**src/rtl/ct_ciu_lpi_pkg.sv**
```systemverilog
// rtl/ct_ciu_lpi_pkg.sv - shared state encodings and handshake timeout for the AXI low-power interface controller
package ct_ciu_lpi_pkg;

   typedef enum logic [1:0] {
      RUN  = 2'b00,
      REQ  = 2'b01,
      LP   = 2'b10,
      EXIT = 2'b11
   } lpc_state_e;

   localparam logic [7:0] HS_TIMEOUT = 8'hFF;

endpackage

```
**src/rtl/ct_ciu_lpc_satcnt.sv**
```systemverilog
// rtl/ct_ciu_lpc_satcnt.sv - 8-bit saturating counter with clear (priority) and increment, gated by a cycle enable
module ct_ciu_lpc_satcnt (
   input  logic       forever_cpuclk,
   input  logic       cpurst,
   input  logic       cnt_en,
   input  logic       cnt_clr,
   input  logic       cnt_inc,
   output logic [7:0] cnt
);

   always_ff @(posedge forever_cpuclk) begin
      if (cpurst) begin
         cnt <= 8'd0;
      end else if (cnt_en) begin
         if (cnt_clr)
            cnt <= 8'd0;
         else if (cnt_inc && (cnt != 8'hFF))
            cnt <= cnt + 8'd1;
      end
   end

endmodule

```
**src/rtl/ct_ciu_axi_lpi_ctrl.sv**
```systemverilog
// rtl/ct_ciu_axi_lpi_ctrl.sv - AXI low-power interface controller: idle qualification, csysreq/csysack handshake,
// clock-stop request, deny pulse and sticky handshake timeout
module ct_ciu_axi_lpi_ctrl
   import ct_ciu_lpi_pkg::*;
(
   input  logic       forever_cpuclk,
   input  logic       cpurst,
   input  logic       clk_en,
   input  logic       lpc_idle_req,
   input  logic       lpc_wake_req,
   input  logic [7:0] lpc_idle_thresh,
   input  logic       ebiu_lpc_csysack,
   input  logic       ebiu_lpc_cactive,
   output logic       lpc_ebiu_csysreq,
   output logic       lpc_clk_stop,
   output logic [1:0] lpc_state,
   output logic       lpc_deny_pulse,
   output logic       lpc_timeout_err
);

   lpc_state_e state, state_nxt;
   logic       csysreq_nxt, clk_stop_nxt, deny_nxt, err_nxt;
   logic       idle_qual, idle_clr;
   logic       hs_inc, hs_clr;
   logic [7:0] idle_cnt, hs_cnt;

   assign idle_qual = lpc_idle_req & ~ebiu_lpc_cactive & ~lpc_wake_req;
   assign idle_clr  = (state != RUN) | ~idle_qual;
   assign hs_inc    = (state == REQ) | (state == EXIT);
   assign hs_clr    = (state_nxt != state);

   ct_ciu_lpc_satcnt u_idle_cnt (
      .forever_cpuclk (forever_cpuclk),
      .cpurst         (cpurst),
      .cnt_en         (clk_en),
      .cnt_clr        (idle_clr),
      .cnt_inc        (idle_qual),
      .cnt            (idle_cnt)
   );

   ct_ciu_lpc_satcnt u_hs_cnt (
      .forever_cpuclk (forever_cpuclk),
      .cpurst         (cpurst),
      .cnt_en         (clk_en),
      .cnt_clr        (hs_clr),
      .cnt_inc        (hs_inc),
      .cnt            (hs_cnt)
   );

   // Only the current state's exit condition is looked at, so csysreq never moves while it differs from csysack.
   always_comb begin
      state_nxt = state;
      deny_nxt  = 1'b0;
      case (state)
         RUN:  if (idle_qual && (idle_cnt >= lpc_idle_thresh)) state_nxt = REQ;
         REQ:  if (!ebiu_lpc_csysack) begin
                  if (ebiu_lpc_cactive) begin
                     state_nxt = EXIT;
                     deny_nxt  = 1'b1;
                  end else begin
                     state_nxt = LP;
                  end
               end
         LP:   if (lpc_wake_req || ebiu_lpc_cactive) state_nxt = EXIT;
         EXIT: if (ebiu_lpc_csysack) state_nxt = RUN;
         default: state_nxt = RUN;
      endcase
      csysreq_nxt  = (state_nxt == RUN) || (state_nxt == EXIT);
      clk_stop_nxt = (state_nxt == LP);
      // Flag on the same edge the handshake counter lands on the timeout value.
      err_nxt      = lpc_timeout_err | (hs_inc && !hs_clr && (hs_cnt == HS_TIMEOUT - 8'd1));
   end

   always_ff @(posedge forever_cpuclk) begin
      if (cpurst) begin
         state            <= RUN;
         lpc_ebiu_csysreq <= 1'b1;
         lpc_clk_stop     <= 1'b0;
         lpc_deny_pulse   <= 1'b0;
         lpc_timeout_err  <= 1'b0;
      end else if (clk_en) begin
         state            <= state_nxt;
         lpc_ebiu_csysreq <= csysreq_nxt;
         lpc_clk_stop     <= clk_stop_nxt;
         lpc_deny_pulse   <= deny_nxt;
         lpc_timeout_err  <= err_nxt;
      end
   end

   assign lpc_state = state;

endmodule

```
**config.mk**
```make
export PLATFORM = sky130hd
export DESIGN_NAME = ct_ciu_axi_lpi_ctrl
export DESIGN_NICKNAME = d
export VERILOG_FILES = /design/src/rtl/ct_ciu_lpi_pkg.sv /design/src/rtl/ct_ciu_lpc_satcnt.sv /design/src/rtl/ct_ciu_axi_lpi_ctrl.sv
export SDC_FILE = /design/constraint.sdc
export NUM_CORES = 1
export LEC_CHECK = 0
export BUFFER_PORTS_ARGS = -buffer_cell sky130_fd_sc_hd__clkbuf_2
export CAP_MARGIN = 20
export CORE_ASPECT_RATIO = 1.4
export CORE_MARGIN = 2
export CORE_UTILIZATION = 51
export CTS_CLUSTER_SIZE = 28
export DETAILED_ROUTE_END_ITERATION = 10
export PLACE_DENSITY_LB_ADDON = 0.1
export SYNTH_ARGS = -nofsm -noshare
export SYNTH_HDL_FRONTEND = slang
export SYNTH_SLANG_ARGS = --single-unit
```
**constraint.sdc**
```tcl
create_clock -name forever_cpuclk -period 2.49 [get_ports forever_cpuclk]
set_clock_uncertainty 0.15 [all_clocks]
set_input_delay 0.747 -clock forever_cpuclk [delete_from_list [all_inputs] [get_ports forever_cpuclk]]
set_output_delay 0.747 -clock forever_cpuclk [all_outputs]
set_load 0.005 [all_outputs]
```
== Word level (Yosys, flattened, before mapping) ==
Index checks and enable logic that the tools add are counted.
Widths: inputs -> output; s select.
Word-level totals
  bits of input ports: 15
  register bits: 22
Cells by class
  bitwise logic cells: 8
  equality and inequality tests: 9
  add/sub/neg operators: 2
  magnitude comparators: 1
  reduce and logical (&&, ||, !) cells: 15
  muxes and demuxes: 13
Operators with widths (number)
  $mux 8: 4
  $add 8x1->8 const B: 2
  $ne 8x8->1 const B: 2
  $eq 2x2->1 const B: 4
  $eq 8x8->1 const B: 1
  $ge 8x8->1: 1
  $mux 2: 4
  $pmux 2 s4: 1
  $reduce_bool 2->1: 3
  $logic_and 1x1->1: 5
  $logic_not 2->1: 2
  $mux 1: 4
  $reduce_and 2->1: 2
  $not 1->1: 3
  $or 1x1->1: 3
  $and 1x1->1: 2
  $eq 2x1->1 const B: 1
  $logic_or 1x1->1: 2
  $ne 2x2->1: 1
  $logic_not 1->1: 1

== Logic depth before layout (Yosys ltp) ==
Gate-level depths: netlist of run 1.
  depth in word-level cells: 11
  depth in mapped cells: 9
  mapped depth without buffers: 9

== By module ==
Synthesis of run 1 repeated with hierarchy kept, for this count alone.
Unflattened totals
  cell total of the unflattened synthesis: 188
  area total of the unflattened synthesis: 1601.5 um^2
By module, submodules not included
  ct_ciu_lpc_satcnt: area each 508.0 um^2, times used 2, cells each 58
  ct_ciu_axi_lpi_ctrl: area each 585.6 um^2, times used 1, cells each 72

== Worst setup path after synthesis of run 1 ==
OpenSTA, ideal clock, no wires.
  path type: input port to flip-flop
  start point: in lpc_idle_thresh[2]
  end point: reg lpc_ebiu_csysreq
  stages on the path: 8
  arrival: 2.328 ns
  setup slack: -0.108 ns
  library setup time: 0.120 ns
  cells stage by stage: inv_1 -> ha_1 -> a31oi_1 -> nor2b_1 -> o211a_4 -> a211oi_1 -> ha_1 -> a211o_1
Between the ends
  word-level cells in the longest chain between the ends: 6
  elaborated cells between the ends (all ways): 7
  those cells by class: 1 x order compare; 1 x eq/ne; 2 x mux; 3 x reduce/logical
Ends and longest elaborated chain
  start: declaration: RTL line ct_ciu_axi_lpi_ctrl.sv:11  | input logic [7:0] lpc_idle_thresh,
  $ge 8x8->1 *: RTL line ct_ciu_axi_lpi_ctrl.sv:55  | RUN: if (idle_qual && (idle_cnt >= lpc_idle_thresh)) state_nxt = REQ;
  $logic_and 1x1->1 *: RTL line ct_ciu_axi_lpi_ctrl.sv:55
  $mux 2 *: RTL line ct_ciu_axi_lpi_ctrl.sv:55
  $pmux 2 s4 *: RTL line ct_ciu_axi_lpi_ctrl.sv:54  | case (state)
  $eq 2x2->1 / $logic_not 2->1 (equally long branches): RTL line ct_ciu_axi_lpi_ctrl.sv:68  | csysreq_nxt = (state_nxt == RUN) || (state_nxt == EXIT);
  $logic_or 1x1->1 *: RTL line ct_ciu_axi_lpi_ctrl.sv:68
  named net csysreq_nxt: RTL line ct_ciu_axi_lpi_ctrl.sv:22  | logic csysreq_nxt, clk_stop_nxt, deny_nxt, err_nxt;
  end signal: assignment: RTL line ct_ciu_axi_lpi_ctrl.sv:83  | lpc_ebiu_csysreq <= csysreq_nxt;
  end: declaration: RTL line ct_ciu_axi_lpi_ctrl.sv:14  | output logic lpc_ebiu_csysreq,
Mark *: on every way through the listed nets, which the timed path passes. The rest lies on a longest branch.
A chain may end at the register's enable or synchronous reset.

== Final worst setup path of run 1 ==
  start point: in lpc_idle_thresh[2]
  end point: reg u_hs_cnt.cnt[4]
Between the ends
  word-level cells in the longest chain between the ends: 7
  elaborated cells between the ends (all ways): 8
  those cells by class: 1 x order compare; 1 x eq/ne; 3 x mux; 3 x reduce/logical
Ends and longest elaborated chain
  $ge 8x8->1 *: RTL line ct_ciu_axi_lpi_ctrl.sv:55
  $logic_and 1x1->1 *: RTL line ct_ciu_axi_lpi_ctrl.sv:55
  $mux 2 *: RTL line ct_ciu_axi_lpi_ctrl.sv:55
  $pmux 2 s4 *: RTL line ct_ciu_axi_lpi_ctrl.sv:54
  $ne 2x2->1 *: RTL line ct_ciu_axi_lpi_ctrl.sv:30  | assign hs_clr = (state_nxt != state);
  $reduce_bool 2->1 (no source line)
  $reduce_and 2->1 (no source line)
  end signal: assignment: RTL line ct_ciu_lpc_satcnt.sv:18  | cnt <= cnt + 8'd1;
  end: declaration: RTL line ct_ciu_lpc_satcnt.sv:8  | output logic [7:0] cnt
Mark *: on every way between the ends. The rest lies on a longest branch, timed or not.

==> impl_metrics.tcl, run 1 <==
set metrics [dict create \
    syn_nets 208 \
    viasPerCell 5.45 \
    antenna_found_initial 0 \
    avgSynthCellArea_um2 8.02 \
    remaining_drc_errors 0 \
    start_util 0.544 \
    synth-adder-area-share 0.103 \
    gr-total-overflow 0 \
    whs_ns 0.332 \
    numPortBuffers 20 \
    root_buffer "clkbuf_4" \
    async_reset_ff_frac 0 \
    ant_nets 0 \
    maxCapViolCount 0 \
    cpMaxStageDelayCell "or3b_1" \
    gp_congestion 0.812 \
    clock-sinks 22 \
    grt_usage 0.208 \
    ys.warnings.count 0 \
    layout.nets 238 \
    synthMuxAreaShare 0.00690 \
    power_density_nw_per_um2 393 \
    synth_top_family_by_area "simple AND/OR/NAND/NOR gates" \
    cp_num_buf_inv 2 \
    grt_pass1_vias 1269 \
    synth_cell_type_count 42 \
    synth-simple-area-share 0.270 \
    layout_common_cells "nor2_1, dfxtp_1, clkbuf_2" \
    clk_pin_slew_worst_paths_ns 0.13 \
    hold_class "reg -> reg" \
    synth_sequential_area_ratio 0.303 \
    layout-drive-gt1-share 0.195 \
    fin_crit_sh 0.951 \
    ctsLongestPathBuffers 2 \
    post-cts-setup-buffers 0 \
    grt_max_degree 16 \
    drt_wl_total_um 3060 \
    finalPower_uw 666 \
    reg2reg_slack_ns 0.26 \
    utilization 0.635 \
    finalMaxSlewViolations 0 \
    synth_compound_gate_area_share 0.222 \
    cts_inserted_buffers 3 \
    antenna_cells 0 \
    hold_violations 0 \
    place_ws_ns -0.205 \
    start_kind "primary input" \
    critPathRequiredTime_ns 2.57 \
    vias 1341 \
    drtIter0Drc 22 \
    cts_htree_levels 1 \
    core-area_um2 2670 \
    synth_xor_area_frac 0.0483 \
    wl_per_cell_um 12.4 \
    area_growth_syn_to_layout_pct 16.8 \
    dpl.hpwl_um 2510 \
    leakage_nw 0.720 \
    fin_ws_ns 0.121 \
    max_stage_delay_ns 0.35 \
    finalSetupViolations 0 \
    drt_first_pass_iters 4 \
    die_y_um 67.1 \
    cp.depth 9 \
    final_area_um2 1700 \
    place_area_um2 1650 \
    die_area_um2 3290 \
    grt_pass1_wl_um 5310 \
    worst_path_dominant_cell_family "compound AO/OA/AOI/OAI gates" \
    status "finished, final reports clean" \
    ff2ff_path_depth 8 \
    holdPathStages 2 \
    critPathMaxFanout 6 \
    synth-seq-cells 22 \
    postSynthCellCount 181 \
    cp_common_cell "a21oi_1" \
    whs_endpoint "lpc_deny_pulse" \
    tritoncts "yes" \
    insertion_delay_ns 0.31 \
    rsz0062_at_grt "no" \
    r2r-start "u_idle_cnt.cnt[0]" \
    fillCellCount 252 \
    die_width_um 49.1 \
    io_pins 21 \
    cp_data_arrival_time_ns 2.45 \
    rows 22 \
    fmax_ghz 0.422 \
    slew_headroom 0.741 \
    placedCellCount 242 \
    finalCriticalPeriod_ns 2.37 \
    cp-end-kind "flip-flop" \
    path_class "in -> reg" \
    synth-main-ff-cell "dfxtp_1" \
    worst_r2r_endpoint "u_hs_cnt.cnt[4]" \
    tns_ns 0 \
    synth_edf_count 0 \
    layoutNonFillerInstCount 246 \
    peakVddDrop_mv 0.366 \
    syn_area_um2 1450 \
    cp_cell_sequence "clkbuf_2 -> inv_1 -> ha_1 -> a21oi_1 -> a21oi_1 -> o211a_4 -> or3b_1 -> a21o_1 -> nor3_1" \
    min-delay-start "lpc_deny_pulse" \
    worst_pin_slew_ns 0.389 \
]
## sequential cells by signal, indices dropped and copies added, names as in the netlist
| signal | flops |
|---|---|
| lpc_timeout_err | 1 |
| u_hs_cnt.cnt | 8 |
| lpc_clk_stop | 1 |
| lpc_ebiu_csysreq | 1 |
| u_idle_cnt.cnt | 8 |
| lpc_deny_pulse | 1 |
| lpc_state | 2 |
## final cells by class
class,instances,area (um^2),area share
Sequential cell,22,440,0.260
Tap cell,36,45.0,0.0266
Inverter,12,45.0,0.0266
Clock buffer,4,36.3,0.0214
Multi-Input combinational cell,142,953,0.562
Timing Repair Buffer,30,175,0.103
## how the worst max path moves through the flow
stage / start / endpoint
after floorplan: lpc_idle_thresh[2] / lpc_ebiu_csysreq
after global placement: lpc_idle_thresh[2] / lpc_ebiu_csysreq
after detailed placement: lpc_idle_thresh[2] / u_hs_cnt.cnt[4]
after CTS: lpc_idle_thresh[2] / u_hs_cnt.cnt[4]
after global routing: lpc_idle_thresh[2] / u_hs_cnt.cnt[4]
final: lpc_idle_thresh[2] / u_hs_cnt.cnt[4]
## cells by family after synthesis
group           Yosys count
flops                    22
buf+inv                  17
simple gates             76
fa+ha+maj                12
xor+xnor                  8
compound gates           45
mux                       1
## Yosys cell counts (all sizes together) (2+ instances only)
library cell	count	area, um^2
inv	12	45.0
ha	12	150
nor2b	4	25.0
and3	3	18.8
o21a	5	37.5
nor2	23	93.8
nor3	7	35.0
buf	4	18.8
o211a	2	27.5
dfxtp	22	440
a21oi	11	55.1
a211oi	2	15.0
nand3	11	55.1
xor2	5	43.8
a31oi	2	12.5
o22ai	2	12.5
nand4	4	25.0
or3	5	36.3
xnor2	3	26.3
a21o	2	15.0
nand2	11	41.3
o21ai	10	50.1
nand2b	4	25.0
## power by group
group / switching (mW) / internal, mW / leakage, nW / total [mW]
combinational: 0.0564 / 0.0483 / 0.521 / 0.105
sequential: 0.00574 / 0.357 / 0.178 / 0.363
clock: 0.109 / 0.0891 / 0.0210 / 0.198
## routing by layer
layer / track usage / part of all wire / vias to the layer above
li1: - / - / 708
met1: 0.235 / 0.43 / 610
met2: 0.392 / 0.53 / 19
met3: 0.0202 / 0.020 / 4
met4: 0.0964 / 0.018 / 0
met5: 0 / 0 / -
## worst register-to-register path: cells and delay by family (launching register included)
family                     cells  cell delay, ns
AOI/OAI and AO/OA              3            0.63
and+or+nand+nor                3            0.62
DFF                            1            0.41
adders and majority gates      1            0.27
buffers and inverters          1            0.07
## what timing repair did
action                                  in CTS  in global routing
gates resized for setup                      0                  1
hold buffers                                 0                  0
hold endpoints to repair                     0                  0
endpoints found under the setup margin       0                  1
(Power assumes the default switching activity.)
==> run 2, diff against run 1 <==
BUFFER_PORTS_ARGS = -buffer_cell sky130_fd_sc_hd__buf_2   (was -buffer_cell sky130_fd_sc_hd__clkbuf_2)
==> impl_metrics.tcl, run 2 (synthesized netlist as in run 1, its figures left out) <==
set metrics [dict create \
    status "finished, final reports clean" \
    vias 1386 \
    finalMaxSlewViolations 0 \
    clk_pin_slew_worst_paths_ns 0.13 \
    viasPerCell 5.63 \
    cts-resized-gates 0 \
    post-cts-setup-buffers 0 \
    area_growth_syn_to_layout_pct 16.5 \
    rows 22 \
    remaining_drc_errors 0 \
    wl_per_cell_um 12.8 \
    grt_usage 0.211 \
    cts_htree_levels 1 \
    fin_crit_sh 0.966 \
    clock-sinks 22 \
    hold_violations 0 \
    slew_headroom 0.736 \
    start_kind "primary input" \
    utilization 0.633 \
    peakVddDrop_mv 0.396 \
    hold_class "reg -> reg" \
    drt_first_pass_iters 4 \
    cts_inserted_buffers 3 \
    cp-end-kind "flip-flop" \
    path_class "in -> reg" \
    leakage_nw 0.718 \
    grt_pass1_wl_um 5420 \
    grt_pass1_vias 1315 \
    cts_hold_buf 0 \
    cp_data_arrival_time_ns 2.50 \
    maxCapViolCount 0 \
    layout.nets 238 \
    finalSetupViolations 0 \
    insertion_delay_ns 0.32 \
    core-area_um2 2670 \
    drt_wl_total_um 3140 \
    antenna_found_initial 0 \
    start_util 0.544 \
    power_density_nw_per_um2 397 \
    tns_ns 0 \
    die_y_um 67.1 \
    die_area_um2 3290 \
    fmax_ghz 0.416 \
    antenna_cells 0 \
    dpl.hpwl_um 2480 \
    drtIter0Drc 26 \
    numPortBuffers 20 \
    ctsLongestPathBuffers 2 \
    grt_max_degree 16 \
    layout-drive-gt1-share 0.190 \
    io_pins 21 \
    rsz0062_at_grt "no" \
    finalCriticalPeriod_ns 2.40 \
    place_ws_ns -0.229 \
    tritoncts "yes" \
    worst_pin_slew_ns 0.396 \
    layout_common_cells "nor2_1, dfxtp_1, buf_2" \
    ant_nets 0 \
    gr-total-overflow 0 \
    root_buffer "clkbuf_4" \
    fin_ws_ns 0.0853 \
    critPathRequiredTime_ns 2.58 \
    gp_congestion 0.832 \
    die_width_um 49.1 \
    critPathMaxFanout 6 \
]
## run 2: cell type report
cell class                 instances  area, um^2
inverter                          12        45.0
sequential                        22         440
tap                               36        45.0
clock buffer                       4        36.3
timing repair buffer              30         175
multi-input combinational        142         948
fill                             246         980
## run 2: layer usage
| layer | up-vias | wire, um | share of wire | track usage |
|---|---|---|---|---|
| li1 | 706 | - | - | - |
| met1 | 648 | 1340 | 0.43 | 0.225 |
| met2 | 25 | 1650 | 0.53 | 0.409 |
| met3 | 7 | 72 | 0.023 | 0.0202 |
| met4 | 0 | 71 | 0.023 | 0.107 |
| met5 | - | 0 | 0 | 0 |
## run 2: critical path, stage by stage
cell and delay [ns]:
buf_2 0.07, inv_1 0.03, ha_1 0.29, a21oi_1 0.18, a21oi_1 0.09, o211a_4 0.27
or3b_1 0.35, a21o_1 0.26, nor3_1 0.19
## run 2: report_power, final
group / total [mW] / switching (mW) / internal [mW]
registers: 0.363 / 0.00570 / 0.357
clock network: 0.203 / 0.114 / 0.0894
logic: 0.106 / 0.0572 / 0.0484
total: 0.672 / 0.177 / 0.495
## run 2: path summary, 6_finish.rpt
path / startpoint / end / slack [ns] / cells past startpoint
setup reg to reg: u_idle_cnt.cnt[0] / u_hs_cnt.cnt[4] / 0.25 / 8
setup / recovery: lpc_idle_thresh[2] / u_hs_cnt.cnt[4] / 0.09 / 9
hold reg to reg: lpc_deny_pulse / lpc_deny_pulse / 0.32 / 2
hold / removal: lpc_deny_pulse / lpc_deny_pulse / 0.32 / 2
## run 2: per-stage QoR
stage / power (mW) / cells / hold slack, ns / cell area, um^2
floorplan: 0.435 / 181 / 0.308 / 1460
global placement: 0.472 / 242 / 0.301 / 1650
detailed placement: 0.476 / 242 / 0.309 / 1650
CTS: 0.678 / 246 / 0.331 / 1690
global route: 0.709 / 246 / 0.350 / 1690
finish: 0.672 / 246 / 0.325 / 1690
==> run 3, diff against run 2 <==
CORE_UTILIZATION = 45   (was 51)
clock period = 2.05 ns   (was 2.49 ns; I/O delays follow)
==> impl_metrics.tcl, run 3 (synthesized netlist as in run 1, its figures left out) <==
set metrics [dict create \
    status "complete, but fails checks" \
    failed_checks "negative setup slack" \
    place_area_um2 1870 \
    dpl.hpwl_um 2800 \
    ant_nets 0 \
    final_common_cell "buf_4" \
    finalCriticalPeriod_ns 2.19 \
    start_util 0.469 \
    antenna_found_initial 0 \
    cp-end-kind "flip-flop" \
    power_density_nw_per_um2 424 \
    multiInputGateArea_um2 1130 \
    remaining_drc_errors 0 \
    cts_hold_buf 0 \
    vias 1471 \
    cp_data_arrival_time_ns 2.19 \
    grt_max_degree 16 \
    insertion_delay_ns 0.25 \
    viasPerCell 5.47 \
    slew_headroom 0.742 \
    area_growth_syn_to_layout_pct 42.8 \
    critPathMaxFanout 3 \
    grt_pass1_wl_um 6040 \
    hold_violations 0 \
    max_stage_delay_ns 0.28 \
    wl_per_cell_um 13.7 \
    die_area_um2 3700 \
    grt_pass1_vias 1494 \
    drt_first_pass_iters 4 \
    worst_path_dominant_cell_family "compound AO/OA/AOI/OAI gates" \
    rows 24 \
    cpMaxStageDelayCell "o211a_4" \
    drtIter0Drc 18 \
    peakVddDrop_mv 0.367 \
    layout.nets 259 \
    clk_pin_slew_worst_paths_ns 0.07 \
    cp_cell_sequence "buf_6 -> inv_4 -> ha_4 -> a21oi_4 -> a21oi_2 -> o211a_4 -> a211oi_4 -> ha_1 -> a211o_1" \
    layout_common_cells "buf_4, dfxtp_1, nor2_1" \
    antenna_cells 0 \
    final_area_um2 2070 \
    fin_crit_sh 1.07 \
    maxCapViolCount 0 \
    tritoncts "yes" \
    cts_inserted_buffers 3 \
    critPathRequiredTime_ns 2.05 \
    fillCellCount 262 \
    io_pins 21 \
    die_width_um 52.0 \
    fin_ws_ns -0.144 \
    gp_congestion 0.789 \
    cts_htree_levels 1 \
    start_kind "primary input" \
    regArea_um2 442 \
    finalSetupViolations 7 \
    worst_pin_slew_ns 0.383 \
    clock-sinks 22 \
    path_class "in -> reg" \
    layout-drive-gt1-share 0.387 \
    fmax_ghz 0.456 \
    die_y_um 71.2 \
    finalMaxSlewViolations 0 \
    leakage_nw 0.837 \
    numPortBuffers 20 \
    hold_class "reg -> reg" \
    root_buffer "clkbuf_8" \
    gr-total-overflow 0 \
    cp_num_buf_inv 2 \
    core-area_um2 3090 \
    place_ws_ns -0.467 \
    grt_usage 0.208 \
    drt_wl_total_um 3690 \
    ctsLongestPathBuffers 2 \
    rsz0062_at_grt "yes" \
]
-- run 3: changes by cell type in the layout (fill, tap and decap cells not counted), sizes merged --
cell / previous run / this run
buf: 30 / 51
clkbuf: 4 / 3
-- run 3: path summary, 6_finish.rpt --
path                                          from          endpoint  slack (ns)  cells past startpoint
worst max-delay path            lpc_idle_thresh[2]  lpc_ebiu_csysreq       -0.14                      9
worst min-delay path               lpc_timeout_err   lpc_timeout_err        0.33                      2
worst max register to register   u_idle_cnt.cnt[0]  lpc_ebiu_csysreq       -0.08                      8
worst min register to register     lpc_timeout_err   lpc_timeout_err        0.33                      2
-- run 3: per-layer routing --
| metal | vias up | wire length (um) | GRT usage |
|---|---|---|---|
| li1 | 750 | - | - |
| met1 | 710 | 1440 | 0.221 |
| met2 | 9 | 2180 | 0.409 |
| met3 | 2 | 49 | 0.0253 |
| met4 | 0 | 14 | 0.0526 |
| met5 | - | 0 | 0 |
-- run 3: where the power goes --
group	internal [mW]	switching [mW]
Combinational	0.0932	0.0929
Clock	0.131	0.124
Sequential	0.433	0.00325
-- run 3: final cells by class --
class,count,share of cell area
Sequential cell,22,0.213
Clock buffer,3,0.0199
Tap cell,39,0.0236
Inverter,12,0.0266
Multi-Input combinational cell,142,0.547
Timing Repair Buffer,51,0.170
-- run 3: tightest hold or removal path: cells and delay by family, from the launching register on --
kind / cells / cell delay, ns
simple gates: 1 / 0.07
compound gates: 1 / 0.04
flops: 1 / 0.33
-- run 3: repair_timing --
action / CTS / global route
buffers inserted: 1 / 0
pin swaps: 5 / 8
setup endpoints to repair: 9 / 11
gates resized for setup: 11 / 22
-- run 3: through the flow --
stage,cells,TNS (ns),hold WS [ns],utilization,power (mW)
final,269,-0.723,0.328,0.670,0.878
after global routing,269,-1.03,0.352,0.670,0.927
after CTS,269,-0.626,0.331,0.633,0.866
after detailed placement,265,-4.33,0.320,0.603,0.602
after global placement,265,-4.00,0.301,0.603,0.598
after floorplan,181,-1.01,0.308,-,0.532
